`config.mk`:
```
export PLATFORM = sky130hd
export DESIGN_NAME = sample_packer_ppl
export DESIGN_NICKNAME = d
export VERILOG_FILES = /design/src/rtl/sample_packer_ppl.sv
export SDC_FILE = /design/constraint.sdc
export NUM_CORES = 1
export LEC_CHECK = 0
export ABC_AREA = 1
export BUFFER_PORTS_ARGS = -buffer_cell sky130_fd_sc_hd__buf_2
export CAP_MARGIN = 20
export CELL_PAD_IN_SITES_DETAIL_PLACEMENT = 1
export CELL_PAD_IN_SITES_GLOBAL_PLACEMENT = 1
export CORE_UTILIZATION = 35
export CTS_CLUSTER_SIZE = 10
export DETAILED_ROUTE_END_ITERATION = 8
export PLACE_DENSITY = 0.77
export SYNTH_ARGS = -nofsm -noshare
export SYNTH_HDL_FRONTEND = slang
export SYNTH_SLANG_ARGS = --single-unit
```
`constraint.sdc`:
```
create_clock -name clk -period 2.1 [get_ports clk]
set_input_delay 0.42 -clock clk [delete_from_list [all_inputs] [get_ports clk]]
set_output_delay 0.42 -clock clk [all_outputs]
set_load 0.05 [all_outputs]
```
`src/rtl/sample_packer_ppl.sv`:
```
// sample_packer_ppl: serial-to-parallel packer feeding the pipelined adder tree.
// Collects signed samples into a DATA_NUM-slot word; a frame-end marker flushes
// partial groups with zero padding. No backpressure; one cycle of latency.
// Optional build macro: SAMPLE_PACKER_SLIDING_EN selects sliding-window (moving-sum)
// mode instead of the default block mode.
module sample_packer_ppl #(
  parameter int unsigned DATA_I_WIDTH = 8,
  parameter int unsigned DATA_NUM     = 5
) (
  input  logic                                 clk,
  input  logic                                 rst,
  input  logic                                 din_valid,
  input  logic                                 din_last,
  input  logic [DATA_I_WIDTH-1:0]              din_data,
  output logic                                 dout_valid,
  output logic                                 dout_last,
  output logic [$clog2(DATA_NUM+1)-1:0]        dout_fill,
  output logic [DATA_NUM*DATA_I_WIDTH-1:0]     dout_data
);

  localparam int unsigned W  = DATA_I_WIDTH;
  localparam int unsigned DW = DATA_NUM * DATA_I_WIDTH;
  localparam int unsigned CW = $clog2(DATA_NUM + 1);

  logic [DW-1:0] slots_q, slots_d;
  logic [CW-1:0] cnt_q, cnt_d;
  logic [DW-1:0] word_c;
  logic [CW-1:0] fill_c;
  logic          emit_c;

`ifdef SAMPLE_PACKER_SLIDING_EN
  logic          full_c;

  // Sliding window: shift new sample into the top slot, emit once the window is full
  always_comb begin
    slots_d = slots_q;
    cnt_d   = cnt_q;
    word_c  = {din_data, slots_q[DW-1:W]};
    full_c  = (cnt_q >= CW'(DATA_NUM - 1));
    fill_c  = full_c ? CW'(DATA_NUM) : CW'(cnt_q + CW'(1));
    emit_c  = 1'b0;
    if (din_valid) begin
      emit_c = full_c || din_last;
      if (din_last) begin
        slots_d = '0;
        cnt_d   = '0;
      end else begin
        slots_d = word_c;
        cnt_d   = full_c ? CW'(DATA_NUM) : CW'(cnt_q + CW'(1));
      end
    end
  end
`else
  // Block mode: write sample into slot cnt, emit on full group or frame end
  always_comb begin
    slots_d = slots_q;
    cnt_d   = cnt_q;
    word_c  = slots_q;
    fill_c  = CW'(cnt_q + CW'(1));
    emit_c  = 1'b0;
    if (din_valid) begin
      for (int k = 0; k < int'(DATA_NUM); k++) begin
        if (CW'(k) == cnt_q) word_c[k*W +: W] = din_data;
      end
      if ((cnt_q == CW'(DATA_NUM - 1)) || din_last) begin
        emit_c  = 1'b1;
        slots_d = '0;
        cnt_d   = '0;
      end else begin
        slots_d = word_c;
        cnt_d   = CW'(cnt_q + CW'(1));
      end
    end
  end
`endif

  // Slot history and fill counter; reset discards any partial group
  always_ff @(posedge clk) begin
    if (rst) begin
      slots_q <= '0;
      cnt_q   <= '0;
    end else begin
      slots_q <= slots_d;
      cnt_q   <= cnt_d;
    end
  end

  // Registered outputs: strobe every cycle, payload held between emits
  always_ff @(posedge clk) begin
    if (rst) begin
      dout_valid <= 1'b0;
      dout_last  <= 1'b0;
      dout_fill  <= '0;
      dout_data  <= '0;
    end else begin
      dout_valid <= emit_c;
      if (emit_c) begin
        dout_last <= din_last;
        dout_fill <= fill_c;
        dout_data <= word_c;
      end
    end
  end

endmodule

```
==> metrics.txt <==
# TYPE chip_impl_metric gauge
chip_impl_metric{name="synth_area_per_cell",unit="um^2"} 7.51
chip_impl_metric{name="drtAntennaViolNets",unit=""} 0
chip_impl_metric{name="die_area",unit="um^2"} 10300
chip_impl_info{name="start_kind",value="flop"} 1
chip_impl_metric{name="grtUsageTotal",unit=""} 0.198
chip_impl_metric{name="fin_tns_setup",unit="ps"} 0
chip_impl_info{name="timing.hold.worst.class",value="in2reg"} 1
chip_impl_metric{name="total_cell_area_at_the_placement_stage",unit="um^2"} 3840
chip_impl_info{name="rr_endpoint",value="slots_q[12]$_SDFFE_PP0P_"} 1
chip_impl_metric{name="route.detailed.wl_per_inst",unit="um"} 14.6
chip_impl_metric{name="finish.instance_area",unit="um^2"} 4060
chip_impl_metric{name="global_route_wire_length_before_repair",unit="um"} 15400
chip_impl_metric{name="synthDistinctLibCells",unit=""} 19
chip_impl_metric{name="area_grow_syn2layout",unit="%"} 17.0
chip_impl_metric{name="synth_enable_flop_cells",unit=""} 0
chip_impl_metric{name="final.period_utilization",unit=""} 0.908
chip_impl_metric{name="gp_congestion",unit=""} 0.776
chip_impl_metric{name="number_of_violations_reported_at_the_end_of_detailed_routing_iteration_0",unit=""} 84
chip_impl_metric{name="power_density",unit="nW/um^2"} 782
chip_impl_metric{name="worst-slew-pin-transition",unit="ps"} 625
chip_impl_metric{name="path_max_fanout",unit=""} 24
chip_impl_info{name="synthTopCellsByCount",value="nand2_1, dfxtp_1, nand3_1, o21ai_0, inv_1"} 1
chip_impl_info{name="cp-end-kind",value="flop"} 1
chip_impl_metric{name="power_leakage",unit="nW"} 1.94
chip_impl_metric{name="worst_ep_required_time",unit="ps"} 2410
chip_impl_info{name="timing_worst_setup_path_type",value="reg2reg"} 1
chip_impl_metric{name="clock-skew-final",unit="ps"} 7.31
chip_impl_metric{name="overall_via_count_from_detail_route",unit=""} 3101
chip_impl_metric{name="synth_sequential_area_ratio",unit=""} 0.508
chip_impl_metric{name="hold_viol",unit=""} 0
chip_impl_metric{name="timing.critical_path.arrival",unit="ps"} 2210
chip_impl_metric{name="x_dimension_of_the_die",unit="um"} 102
chip_impl_metric{name="num_io_pins",unit=""} 57
chip_impl_metric{name="worstHoldPathCells",unit=""} 3
chip_impl_info{name="ys_top_cells_by_area",value="dfxtp_1, nand2_1, nand3_1"} 1
chip_impl_metric{name="cts_hold_repair.buffers",unit=""} 0
chip_impl_metric{name="synth.net_count",unit=""} 479
chip_impl_metric{name="die_height",unit="um"} 102
chip_impl_metric{name="start_util",unit=""} 0.368
chip_impl_info{name="status",value="finished clean"} 1
chip_impl_info{name="cts-root-buf",value="clkbuf_8"} 1
chip_impl_metric{name="synth_top_area_frac",unit=""} 0.508
chip_impl_metric{name="clock_sinks",unit=""} 88
chip_impl_info{name="synth.most_common_cell",value="nand2_1"} 1
chip_impl_metric{name="design.final.nets",unit=""} 530
chip_impl_metric{name="final_layout_size_suffix_gt1_frac",unit=""} 0.172
chip_impl_info{name="postSynth.topFlopCell",value="dfxtp_1"} 1
chip_impl_metric{name="finalCoreUtilization",unit=""} 0.431
chip_impl_metric{name="initial_antenna_violation_count",unit=""} 0
chip_impl_metric{name="synth-async-reset-ratio",unit=""} 0
chip_impl_metric{name="holdWs",unit="ps"} 343
chip_impl_info{name="cts_tree",value="yes"} 1
chip_impl_metric{name="post_synth_inst_count",unit=""} 462
chip_impl_metric{name="slew_viol_final",unit=""} 0
chip_impl_metric{name="antenna_cells",unit=""} 0
chip_impl_metric{name="std_cell_rows",unit=""} 35
chip_impl_metric{name="synthesis.area",unit="um^2"} 3470
chip_impl_metric{name="dp_cells",unit=""} 630
chip_impl_metric{name="timing.slew.headroom",unit=""} 0.582
chip_impl_metric{name="grt_max_degree",unit=""} 45
chip_impl_metric{name="maxClockFrequency",unit="MHz"} 524
chip_impl_info{name="rsz0062_at_grt",value="false"} 1
chip_impl_metric{name="buffer_ports.inserted",unit=""} 56
chip_impl_metric{name="core_region_area",unit="um^2"} 9420
chip_impl_metric{name="ir_worst_vdd",unit="uV"} 343
chip_impl_metric{name="h-tree-depth",unit=""} 3
chip_impl_metric{name="worst_r2r_path_depth",unit=""} 8
chip_impl_metric{name="leftover_overflow_at_the_end_of_global_routing",unit=""} 0
chip_impl_metric{name="cts.reportedPaths.clkPinSlew",unit="ps"} 90
chip_impl_metric{name="instances_no_fill",unit=""} 647
chip_impl_metric{name="wl",unit="um"} 9430
chip_impl_info{name="timing.rr.start",value="cnt_q[0]$_SDFFE_PP0P_"} 1
chip_impl_info{name="hp-start",value="din_last"} 1
chip_impl_metric{name="detailedPlacementHpwl",unit="um"} 6290
chip_impl_info{name="synth_top_area_cell",value="dfxtp_1"} 1
chip_impl_metric{name="fin_crit",unit="ps"} 1910
chip_impl_metric{name="synth_seq_cells",unit=""} 88
chip_impl_metric{name="detailedRoute.firstPassIterationCount",unit=""} 4
chip_impl_info{name="whs_endpoint",value="dout_last$_SDFFE_PP0P_"} 1
chip_impl_metric{name="cap_violations",unit=""} 0
chip_impl_metric{name="cts_buffers",unit=""} 9
chip_impl_metric{name="synthesis.yosys.warnings",unit=""} 0
chip_impl_metric{name="post-cts-setup-buffer-count",unit=""} 0
chip_impl_metric{name="worst-r2r-setup-slack",unit="ps"} 190
chip_impl_metric{name="finalSetupViolCount",unit=""} 0
chip_impl_metric{name="clockBufferDepth",unit=""} 2
chip_impl_metric{name="first_global_vias",unit=""} 3146
chip_impl_metric{name="worstSkewPairLatency",unit="ps"} 360
chip_impl_metric{name="detail_route.drc_violations",unit=""} 0
chip_impl_metric{name="avgViaCountPerCell",unit=""} 4.79
layout make-up:
| cell class | count | area [um^2] |
|---|---|---|
| Sequential cell | 88 | 1760 |
| Fill cell | 1220 | 5360 |
| Multi-Input combinational cell | 318 | 1470 |
| Clock buffer | 10 | 138 |
| Clock inverter | 6 | 67.6 |
| Inverter | 31 | 116 |
| Timing Repair Buffer | 65 | 348 |
| Tap cell | 129 | 161 |
how the worst max path moves through the flow:
stage,to,cells past startpoint,slack (ps),start
3_3_place_gp,dout_data[14]$_SDFFE_PP0P_,8,250,cnt_q[0]$_SDFFE_PP0P_
6_report,slots_q[12]$_SDFFE_PP0P_,8,190,cnt_q[0]$_SDFFE_PP0P_
4_1_cts,dout_data[7]$_SDFFE_PP0P_,8,40,cnt_q[0]$_SDFFE_PP0P_
2_1_floorplan,slots_q[25]$_SDFFE_PP0P_,8,610,cnt_q[0]$_SDFFE_PP0P_
5_1_grt,slots_q[12]$_SDFFE_PP0P_,8,7,cnt_q[0]$_SDFFE_PP0P_
3_5_place_dp,dout_data[7]$_SDFFE_PP0P_,8,100,cnt_q[0]$_SDFFE_PP0P_
power breakdown:
group / internal [mW] / switching (mW) / total [mW]
combinational: 0.0616 / 0.195 / 0.257
sequential: 1.69 / 0.0124 / 1.71
clock: 0.586 / 0.624 / 1.21
total: 2.34 / 0.832 / 3.17
routing by layer:
metal  up-vias  track usage  part of all wire
met5         -            0                 0
met3        14       0.0262             0.031
li1       1552            -                 -
met1      1477        0.245              0.46
met4         0       0.0914             0.021
met2        58        0.342              0.49
registers in the layout, summed over array words and instances (netlist names):
name and cells:
dout_fill 3, slots_q 40, dout_valid 1, dout_data 40
cnt_q 3, dout_last 1
layout by cell type (no fill, tap or decap), types with 9 or more instances in the layout:
cell type	count
nor2_1	9
buf_2	56
a21oi_1	20
and2b_1	15
o21ai_0	32
clkbuf_8	10
inv_1	30
buf_4	9
nand3_1	54
dfxtp_1	88
nand2_1	175
repair_timing:
action,4_1_cts,5_1_grt
endpoints found under the hold margin,0,0
gates resized for setup,0,1
setup endpoints to repair,0,43
critical path: stages (launching register included):
cell and delay [ps]:
dfxtp_1 390, inv_1 110, ha_1 240, nand2_2 110, nand2_4 70, nand2_4 100, buf_4 240, nand2_2 290
and2b_1 300
stage by stage:
step | worst slack, ps | total power, mW
floorplan | 615 | 1.92
global placement | 251 | 1.99
detailed placement | 99.5 | 2.00
CTS | 44.0 | 3.21
global route | 7.19 | 3.30
finish | 193 | 3.17
cell families after synthesis:
group / Yosys count / share of synthesized area
and+or+nand+nor: 260 / 0.326
adders and majority gates: 5 / 0.0180
buffers and inverters: 57 / 0.0725
DFF: 88 / 0.508
AOI/OAI and AO/OA: 52 / 0.0750
Power figures use the tool's default switching activity.
